File: config.mk
export PLATFORM = sky130hd
export DESIGN_NAME = keypad_scan_flat
export DESIGN_NICKNAME = d
export VERILOG_FILES = /design/src/rtl/keypad_pkg.sv /design/src/rtl/keypad_scan_if.sv /design/src/rtl/keypad_scan_tick.sv /design/src/rtl/keypad_scan.sv /design/src/flat_wrapper.sv
export SDC_FILE = /design/constraint.sdc
export NUM_CORES = 1
export LEC_CHECK = 0
export ABC_AREA = 1
export CAP_MARGIN = 20
export CORE_UTILIZATION = 45
export DETAILED_ROUTE_END_ITERATION = 16
export PLACE_DENSITY = 0.63
export SETUP_SLACK_MARGIN = 0.05
export SLEW_MARGIN = 20
export SYNTH_ARGS = -nofsm -noshare
export SYNTH_HDL_FRONTEND = slang
export SYNTH_SLANG_ARGS = --single-unit
File: constraint.sdc
create_clock -name clk -period 4.98 [get_ports clk]
set_input_delay 0.996 -clock clk [delete_from_list [all_inputs] [get_ports clk]]
set_output_delay 0.996 -clock clk [all_outputs]
set_load 0.01 [all_outputs]
File: src/rtl/keypad_pkg.sv
// Shared constants, FSM encoding and helpers for the 4x4 keypad scanner.
package keypad_pkg;
  localparam int KP_ROWS = 4;
  localparam int KP_COLS = 4;
  localparam logic [KP_COLS-1:0] COL_IDLE = 4'b1111;

  typedef enum logic [1:0] {
    ST_SCAN     = 2'd0,
    ST_DEBOUNCE = 2'd1,
    ST_PRESSED  = 2'd2
  } kp_state_e;

  // Index of the low bit in a one-hot-zero column sample.
  function automatic logic [1:0] zero_idx(input logic [KP_COLS-1:0] v);
    logic [1:0] idx;
    idx = 2'd0;
    for (int i = 0; i < KP_COLS; i++)
      if (!v[i]) idx = i[1:0];
    return idx;
  endfunction

  function automatic logic single_zero(input logic [KP_COLS-1:0] v);
    return ($countones(~v) == 1);
  endfunction

  function automatic logic [KP_ROWS-1:0] row_strobe(input logic [1:0] idx);
    return ~(4'b0001 << idx);
  endfunction
endpackage

File: src/rtl/keypad_scan_if.sv
// Keypad matrix pins plus the decoded key report.
interface keypad_scan_if;
  import keypad_pkg::*;
  logic [KP_COLS-1:0] col_in;
  logic [KP_ROWS-1:0] row_out;
  logic [3:0]         key_code;
  logic               key_valid;
  logic               key_held;

  modport master (input col_in, output row_out, key_code, key_valid, key_held);
  modport slave  (output col_in, input row_out, key_code, key_valid, key_held);
endinterface

File: src/rtl/keypad_scan_tick.sv
// Free-running prescaler: one-clk tick every 2^SCAN_DIV cycles.
module scan_tick #(
  parameter int SCAN_DIV = 12
) (
  input  logic clk,
  input  logic rst,
  output logic tick_o
);
  logic [SCAN_DIV-1:0] cnt_q;

  always_ff @(posedge clk or posedge rst)
    if (rst) cnt_q <= '0;
    else     cnt_q <= cnt_q + SCAN_DIV'(1);

  assign tick_o = &cnt_q;
endmodule

File: src/rtl/keypad_scan.sv
// 4x4 keypad row scanner with press/release debounce and one-clk key_valid.
// Define KEYPAD_REPEAT_EN to add auto-repeat every REPEAT_SCANS ticks while held.
module keypad_scan
  import keypad_pkg::*;
#(
  parameter int SCAN_DIV       = 12,
  parameter int DEBOUNCE_SCANS = 4,
  parameter int REPEAT_SCANS   = 64
) (
  input  logic         clk,
  input  logic         rst,
  keypad_scan_if.master kp
);
  localparam logic [3:0] DEB_N = 4'(DEBOUNCE_SCANS);

  logic [KP_COLS-1:0] s1_q, sc_q, cap_col_q;
  logic [KP_ROWS-1:0] row_out_q;
  logic [1:0]         row_idx_q, row_nxt_d;
  logic [3:0]         deb_cnt_q, deb_inc_d, rel_cnt_d, key_code_q;
  logic               key_valid_q, key_held_q, tick;
  kp_state_e          state_q;

  scan_tick #(.SCAN_DIV(SCAN_DIV)) u_tick (.clk(clk), .rst(rst), .tick_o(tick));

  always_ff @(posedge clk or posedge rst)
    if (rst) begin
      s1_q <= COL_IDLE;
      sc_q <= COL_IDLE;
    end else begin
      s1_q <= kp.col_in;
      sc_q <= s1_q;
    end

  assign row_nxt_d = row_idx_q + 2'd1;
  assign deb_inc_d = deb_cnt_q + 4'd1;
  // Any low column during release restarts the release count.
  assign rel_cnt_d = (sc_q == COL_IDLE) ? deb_inc_d : 4'd0;

`ifdef KEYPAD_REPEAT_EN
  localparam int REP_W = $clog2(REPEAT_SCANS + 1);
  logic [REP_W-1:0] rep_q;
`else
  wire unused_repeat = |REPEAT_SCANS;
`endif

  always_ff @(posedge clk or posedge rst)
    if (rst) begin
      state_q     <= ST_SCAN;
      row_idx_q   <= 2'd0;
      row_out_q   <= row_strobe(2'd0);
      cap_col_q   <= COL_IDLE;
      deb_cnt_q   <= 4'd0;
      key_code_q  <= 4'd0;
      key_valid_q <= 1'b0;
      key_held_q  <= 1'b0;
`ifdef KEYPAD_REPEAT_EN
      rep_q       <= '0;
`endif
    end else begin
      key_valid_q <= 1'b0;
      if (tick) begin
        case (state_q)
          ST_SCAN:
            if (single_zero(sc_q)) begin
              cap_col_q <= sc_q;
              deb_cnt_q <= 4'd1;
              state_q   <= ST_DEBOUNCE;
            end else begin
              row_idx_q <= row_nxt_d;
              row_out_q <= row_strobe(row_nxt_d);
            end
          ST_DEBOUNCE:
            if (sc_q == cap_col_q) begin
              if (deb_inc_d == DEB_N) begin
                key_code_q  <= {row_idx_q, zero_idx(cap_col_q)};
                key_valid_q <= 1'b1;
                key_held_q  <= 1'b1;
                deb_cnt_q   <= 4'd0;
                state_q     <= ST_PRESSED;
              end else begin
                deb_cnt_q <= deb_inc_d;
              end
            end else begin
              // Bounce: stay on this row so it is re-sampled next tick.
              deb_cnt_q <= 4'd0;
              state_q   <= ST_SCAN;
            end
          ST_PRESSED:
            if (rel_cnt_d == DEB_N) begin
              key_held_q <= 1'b0;
              deb_cnt_q  <= 4'd0;
              row_idx_q  <= row_nxt_d;
              row_out_q  <= row_strobe(row_nxt_d);
              state_q    <= ST_SCAN;
            end else begin
              deb_cnt_q <= rel_cnt_d;
            end
          default: state_q <= ST_SCAN;
        endcase
`ifdef KEYPAD_REPEAT_EN
        if (state_q == ST_PRESSED && sc_q == cap_col_q) begin
          if (rep_q + REP_W'(1) == REP_W'(REPEAT_SCANS)) begin
            rep_q       <= '0;
            key_valid_q <= 1'b1;
          end else begin
            rep_q <= rep_q + REP_W'(1);
          end
        end else begin
          rep_q <= '0;
        end
`endif
      end
    end

  assign kp.row_out   = row_out_q;
  assign kp.key_code  = key_code_q;
  assign kp.key_valid = key_valid_q;
  assign kp.key_held  = key_held_q;
endmodule
File: src/flat_wrapper.sv
// flat-port wrapper written by rule: the top's interface ports become plain ports
module keypad_scan_flat import keypad_pkg::*;
#(
  parameter int SCAN_DIV       = 12,
  parameter int DEBOUNCE_SCANS = 4,
  parameter int REPEAT_SCANS   = 64
)
  (clk, rst, kp_col_in, kp_row_out, kp_key_code, kp_key_valid, kp_key_held);
  keypad_scan_if kp_i ();
  input  logic clk;
  input  logic rst;
  input wire logic [$bits(kp_i.col_in)-1:0] kp_col_in;
  output wire logic [$bits(kp_i.row_out)-1:0] kp_row_out;
  output wire logic [$bits(kp_i.key_code)-1:0] kp_key_code;
  output wire logic [$bits(kp_i.key_valid)-1:0] kp_key_valid;
  output wire logic [$bits(kp_i.key_held)-1:0] kp_key_held;
  assign kp_i.col_in = kp_col_in;
  assign kp_row_out = kp_i.row_out;
  assign kp_key_code = kp_i.key_code;
  assign kp_key_valid = kp_i.key_valid;
  assign kp_key_held = kp_i.key_held;
  keypad_scan #(.SCAN_DIV(SCAN_DIV), .DEBOUNCE_SCANS(DEBOUNCE_SCANS), .REPEAT_SCANS(REPEAT_SCANS)) u_core (.clk(clk), .rst(rst), .kp(kp_i));
endmodule
==> results of run 1 <==
[sequential cells by signal (all words and copies together), names as in the netlist]
signal / flops
u_core.kp.row_out: 4
u_core.s1_q: 4
u_core.kp.key_code: 4
u_core.row_idx_q: 2
u_core.deb_cnt_q: 4
u_core.state_q: 2
u_core.u_tick.cnt_q: 12
u_core.kp.key_valid: 1
u_core.kp.key_held: 1
u_core.sc_q: 4
u_core.cap_col_q: 4
[power by group]
group,internal (uW),total (uW),switching [uW]
registers,347,349,1.58
clock network,113,220,107
logic,10.9,29.4,18.5
total,471,598,127
[logic make-up (layout without fill, tap and decap cells)]
logic type	after synthesis	after routing	share of synthesized area (%)
and+or+nand+nor	112	112	25.2
DFF	42	42	48.8
buffers and inverters	39	62	6.79
AOI/OAI and AO/OA	20	20	5.65
adders and majority gates	17	17	10.0
xor gates and xnor gates	9	9	3.59
[worst reg2reg max path: cells and delay by family (launching register included)]
family | cells | cell delay, ns
AOI/OAI and AO/OA | 1 | 0.25
adders and majority gates | 3 | 0.98
buffers and inverters | 1 | 0.06
xor gates and xnor gates | 1 | 0.18
DFF | 1 | 0.54
and+or+nand+nor | 3 | 0.38
[how the worst max path moves through the flow]
stage | start | to | slack, ns | depth (start not counted)
floorplan | u_core.sc_q[0]$_DFF_PP1_ | u_core.row_idx_q[0]$_DFFE_PP0P_ | 2.60 | 9
global placement | u_core.sc_q[0]$_DFF_PP1_ | u_core.row_idx_q[0]$_DFFE_PP0P_ | 2.52 | 9
detailed placement | u_core.sc_q[0]$_DFF_PP1_ | u_core.row_idx_q[0]$_DFFE_PP0P_ | 2.46 | 9
CTS | u_core.sc_q[0]$_DFF_PP1_ | u_core.row_idx_q[0]$_DFFE_PP0P_ | 2.46 | 9
global route | u_core.sc_q[2]$_DFF_PP1_ | u_core.row_idx_q[0]$_DFFE_PP0P_ | 2.33 | 9
finish | u_core.sc_q[0]$_DFF_PP1_ | u_core.row_idx_q[0]$_DFFE_PP0P_ | 2.47 | 9
[per-stage QoR]
step           std cells  hold slack, ns
5_1_grt              316           0.361
6_report             316           0.356
3_3_place_gp         308           0.347
2_1_floorplan        239           0.345
3_5_place_dp         308           0.347
4_1_cts              316           0.357
[cells in the mapped netlist, types with 2 or more instances]
cell type | number | area share (%)
inv_1 | 33 | 5.6
nor2_2 | 4 | 1.1
o21ai_2 | 4 | 1.6
nand2_2 | 4 | 1.1
xor2_1 | 4 | 1.6
nor2_1 | 14 | 2.4
nand3_1 | 16 | 3.7
dfstp_2 | 15 | 18
o21ai_1 | 4 | 0.91
inv_2 | 3 | 0.51
nor2_4 | 4 | 2.1
dfrtp_1 | 27 | 31
a21oi_1 | 3 | 0.68
nand3_2 | 2 | 0.91
ha_1 | 16 | 9.1
xnor2_1 | 5 | 2.0
nand4_1 | 2 | 0.57
nand2_1 | 60 | 10
o21ai_0 | 7 | 1.6
[area by class of cell]
cell class	count	area (um2)	share of cell area, %
timing repair buffer	16	158	6.30
inverter	38	144	5.75
sequential	42	1070	42.7
tap	54	67.6	2.70
multi-input combinational	158	975	38.9
clock buffer	8	90.1	3.60
[layer usage]
metal / global-route usage (%) / up-vias
met3: 4.64 / 6
met4: 5.88 / 0
met2: 24.1 / 20
li1: - / 780
met1: 21.9 / 652
met5: 0 / -
==> impl_results.md, run 1 <==
* Placed wire-length estimate at 2.54 mm
* Gr ovfl total at 0
* Slew Limit Fails at 0
* Ys async rst share at 100%
* H-Tree Depth at 2
* Crit path top cell by count: ha_1
* Status: finished clean
* Mean area per synthesized cell at 9.18 um2
* Hold path start: u_core.s1_q[1]$_DFF_PP1_
* Setup WS post-layout at 2.47 ns
* Clock latency on the worst-skew pair at 0.29 ns
* Met2 WL at 1.45 mm
* DR vias/cell at 4.61
* Post-synthesis sequential area ratio at 48.8%
* Setup TNS Final at 0 ns
* Initial DRC count at 79
* LEAKAGE at 0.00124 uW
* Final core occ at 53.4%
* R2R Path End: u_core.row_idx_q[0]$_DFFE_PP0P_
* Initial antenna violation count at 0
* Worst Hold Depth at 0
* First-pass GRT wire length at 6.39 mm
* Clock transition at path regs at 0.08 ns
* Via count at 1458
* Tot Pwr at 598 uW
* Yosys synthesis warning count at 0
* Max Clk Rate at 399 MHz
* Reg2Reg Depth at 9
* Gr usage total at 16.0%
* Skew final at 0.00810 ns
* Maximum clock path buffer count at 2
* DR WL met3 at 99 um
* Crit Reg-Reg Startpoint: u_core.sc_q[0]$_DFF_PP1_
* Worst Hold Path EP: u_core.sc_q[1]$_DFF_PP1_
* Final setup violating endpoints at 0
* CTS Buf Count at 5
* Most common cell after layout, fill and taps aside: nand2_1
* CP endpoint kind: register
* Pin count of the biggest net entering global routing at 43
* Vias in the first global route at 1454
* Crit start category: register
* RSZ-0062 raised after global routing: no
* Root Buffer: clkbuf_8
* Final Cell Area at 2500 um2
* WL per Instance at 10.7 um
* Residual DRC count at 0
* Placement row count at 25
* Clk sinks at 42
* GPL Wtd Cong at 0.839
* Syn Std Cell Area at 2190 um2
* Die width at 71.8 um
* Initial core utilization at 46.7%
* Resize count post-CTS at 0
* Final Hold Fails at 0
* Die Ht at 71.8 um
* Pre-CTS setup slack at 2.46 ns
* Die area at 5160 um2
* Hold crit path type: register to register
* Crit path max-delay cell type: dfstp_2
* CP Buf/Inv Count at 1
* I/O Buffers at 15
* Share of layout cells above drive strength 1 at 18.7%
* Final ANT Viol Nets at 0
* Top_reg_cell synth: dfrtp_1
* Max layer used: met4
* Quantity of hold-fixing buffers added after cts at 0
* Mapped Cells at 239
* CP top delay family: adder cells
* FILL cells at 443
* Worst slew pin tran at 0.501 ns
* VDD IR max at 0.137 mV
* DP Area at 2410 um2
* #FFs+latches synth at 42
* Required time worst endpoint at 5.16 ns
* First-pass iteration count of the detailed router at 4
* Critical path peak fanout at 3
* WP data arrival at 2.68 ns
* Max-slew headroom at the worst pin at 66.6%
* M1 WL at 1.76 mm
* Num ports at 16
* MaxCap Viol Count at 0
* Pwr/cell area at 239 nW/um2
* Reg2Reg Setup Slack at 2.47 ns
* Antenna diode count at 0
* Most frequent cells in the layout: nand2_1 (60), inv_1 (33), dfrtp_1 (27)
* Synth Net Count at 262
* # nets final at 284
* EDFF count, synth at 0
* Crit Path Class: register to register
* Crit-path cells: inv_1 -> ha_1 -> ha_1 -> fa_1 -> nand3b_1 -> nor2_1 -> a21oi_1 -> nand3_1 -> xor2_1
* Crit share post-route at 50.4%
* Drt total wl at 3.37 mm
* Total setup buffers inserted after CTS at 0
* CORE AREA at 4690 um2
* CTS tree: done
* Unique masters post-synth at 31
* Tmin final at 2.51 ns
* Largest stage delay on the critical path at 0.54 ns
* Area growth, synth to finish at 14.1%
Note: power is estimated with default switching activity, not from simulation.
==> inputs of run 2 (changes only) <==
--- a/config.mk
+++ b/config.mk
@@ -9,7 +9,7 @@
 export CAP_MARGIN = 20
 export CORE_UTILIZATION = 45
 export DETAILED_ROUTE_END_ITERATION = 16
-export PLACE_DENSITY = 0.63
+export PLACE_DENSITY = 0.65
 export SETUP_SLACK_MARGIN = 0.05
 export SLEW_MARGIN = 20
 export SYNTH_ARGS = -nofsm -noshare
==> constraint.sdc (replaced) <==
create_clock -name clk -period 2.1 [get_ports clk]
set_input_delay 0.42 -clock clk [delete_from_list [all_inputs] [get_ports clk]]
set_output_delay 0.42 -clock clk [all_outputs]
set_load 0.01 [all_outputs]
==> impl_results.md, run 2 (synthesized netlist as in run 1, its figures left out) <==
* Status: finished, violations left
* Placement row count at 25
* Failing checks: setup timing
* Root Buffer: clkbuf_8
* Max reg flops at 12
* DR vias/cell at 4.68
* Tmin final at 2.28 ns
* Final setup violating endpoints at 16
* Hold path start: u_core.s1_q[1]$_DFF_PP1_
* Vias in the first global route at 1462
* Critical path peak fanout at 4
* Reg2Reg Setup Slack at -0.18 ns
* First-pass GRT wire length at 6.62 mm
* Clk sinks at 42
* Num ports at 16
* LEAKAGE at 0.00129 uW
* Crit Reg-Reg Startpoint: u_core.sc_q[1]$_DFF_PP1_
* # nets final at 294
* Placed wire-length estimate at 2.63 mm
* Crit start category: register
* Gr usage total at 17.0%
* GPL Wtd Cong at 0.817
* Crit share post-route at 109%
* Crit-path cells: inv_2 -> ha_4 -> ha_4 -> fa_1 -> nand3b_1 -> nand2_2 -> nand2_2 -> nor3b_4 -> nand3_1 -> nand2_1
* Final Hold Fails at 0
* Area growth, synth to finish at 20.9%
* Top reg by flops: u_core.u_tick.cnt_q
* I/O Buffers at 15
* Via count at 1527
* Initial core utilization at 46.7%
* Gr ovfl total at 0
* Maximum clock path buffer count at 2
* First-pass iteration count of the detailed router at 4
* Initial DRC count at 111
* CORE AREA at 4690 um2
* RSZ-0062 raised after global routing: yes
* Die width at 71.8 um
* Pin count of the biggest net entering global routing at 43
* Clock latency on the worst-skew pair at 0.29 ns
* Die Ht at 71.8 um
* Die area at 5160 um2
* Required time worst endpoint at 2.33 ns
* Setup TNS Final at -2.41 ns
* H-Tree Depth at 2
* Worst Hold Path EP: u_core.sc_q[1]$_DFF_PP1_
* Share of layout cells above drive strength 1 at 26.1%
* Worst Hold Depth at 0
* CTS Buf Count at 5
* Setup WS post-layout at -0.184 ns
* Max Clk Rate at 438 MHz
* Pwr/cell area at 585 nW/um2
* Slew Limit Fails at 0
* Hold crit path type: register to register
* Skew final at 0.00856 ns
* Quantity of hold-fixing buffers added after cts at 0
* Max-slew headroom at the worst pin at 65.3%
* WL per Instance at 11.5 um
* Initial antenna violation count at 0
* Largest stage delay on the critical path at 0.54 ns
* R2R Path End: u_core.deb_cnt_q[3]$_DFFE_PP0P_
* CTS tree: done
* Antenna diode count at 0
* VDD IR max at 0.401 mV
* Pre-CTS setup slack at -0.146 ns
* Crit Path Class: register to register
* WP data arrival at 2.52 ns
* Clock transition at path regs at 0.07 ns
* Residual DRC count at 0
* Worst slew pin tran at 0.520 ns
* Final ANT Viol Nets at 0
* MaxCap Viol Count at 0
* CP endpoint kind: register
* Most frequent cells in the layout: nand2_1 (57), inv_1 (30), dfrtp_1 (27)
* Drt total wl at 3.76 mm
* Most common cell after layout, fill and taps aside: nand2_1
* Reg2Reg Depth at 10
* Crit path max-delay cell type: dfstp_2
* FILL cells at 428
[run 2: cell count changes in the layout (fill, tap and decap cells not counted), moves of 3 or more]
| cell | change |
|---|---|
| buf_4 | +9 |
| ha_1 | -3 |
| ha_4 | +3 |
| inv_1 | -3 |
| inv_2 | +3 |
| nand2_1 | -3 |
| nand2_2 | +3 |
[run 2: final cells by class]
class                           count  area (um2)  area share (%)
Multi-Input combinational cell    159        1040            39.1
Clock buffer                        6        72.6            2.74
Clock inverter                      2        37.5            1.42
Tap cell                           54        67.6            2.55
Inverter                           38         144            5.42
Timing Repair Buffer               25         225            8.49
Sequential cell                    42        1070            40.3
[run 2: worst max-delay path: cells and delay by family (launching register included)]
kind	cells	cell delay (ns)
simple gates	6	0.82
fa+ha+maj	3	0.81
flops	1	0.54
buf+inv	1	0.05
[run 2: per-layer routing]
layer / track usage [%] / routed length [um]
met1: 22.5 / 1810
met2: 26.4 / 1720
met3: 4.50 / 144
met4: 7.19 / 81
met5: 0 / 0
[run 2: through the flow]
stage | hold WS [ns] | utilization, % | cells | total power (uW) | area (um2)
after floorplan | 0.345 | - | 239 | 903 | 2240
final | 0.355 | 56.5 | 326 | 1550 | 2650
after global placement | 0.345 | 53.7 | 315 | 938 | 2520
after CTS | 0.358 | 56.3 | 325 | 1580 | 2640
after detailed placement | 0.347 | 53.7 | 315 | 941 | 2520
after global routing | 0.361 | 56.5 | 326 | 1630 | 2650
[run 2: timing repair]
action | CTS | global route
setup endpoints to repair | 16 | 18
cloned | 0 | 1
buffers inserted | 2 | 0
pin swaps | 2 | 8
resized for setup | 0 | 2
[run 2: worst max-delay path by stage]
stage | depth (start not counted) | to | from | slack, ns
after floorplan | 9 | u_core.deb_cnt_q[0]$_DFFE_PP0P_ | u_core.sc_q[3]$_DFF_PP1_ | -0.06
after global placement | 9 | u_core.row_idx_q[0]$_DFFE_PP0P_ | u_core.sc_q[3]$_DFF_PP1_ | -0.1
after detailed placement | 10 | u_core.deb_cnt_q[3]$_DFFE_PP0P_ | u_core.sc_q[1]$_DFF_PP1_ | -0.15
after CTS | 10 | u_core.deb_cnt_q[3]$_DFFE_PP0P_ | u_core.sc_q[3]$_DFF_PP1_ | -0.16
final | 10 | u_core.deb_cnt_q[3]$_DFFE_PP0P_ | u_core.sc_q[1]$_DFF_PP1_ | -0.18
after global routing | 8 | u_core.cap_col_q[0]$_DFFE_PP1P_ | u_core.sc_q[1]$_DFF_PP1_ | -0.31
[run 2: where the power goes]
group,internal [uW],switching (uW)
logic,44.9,56.9
registers,823,3.77
clock network,354,268
total,1220,328
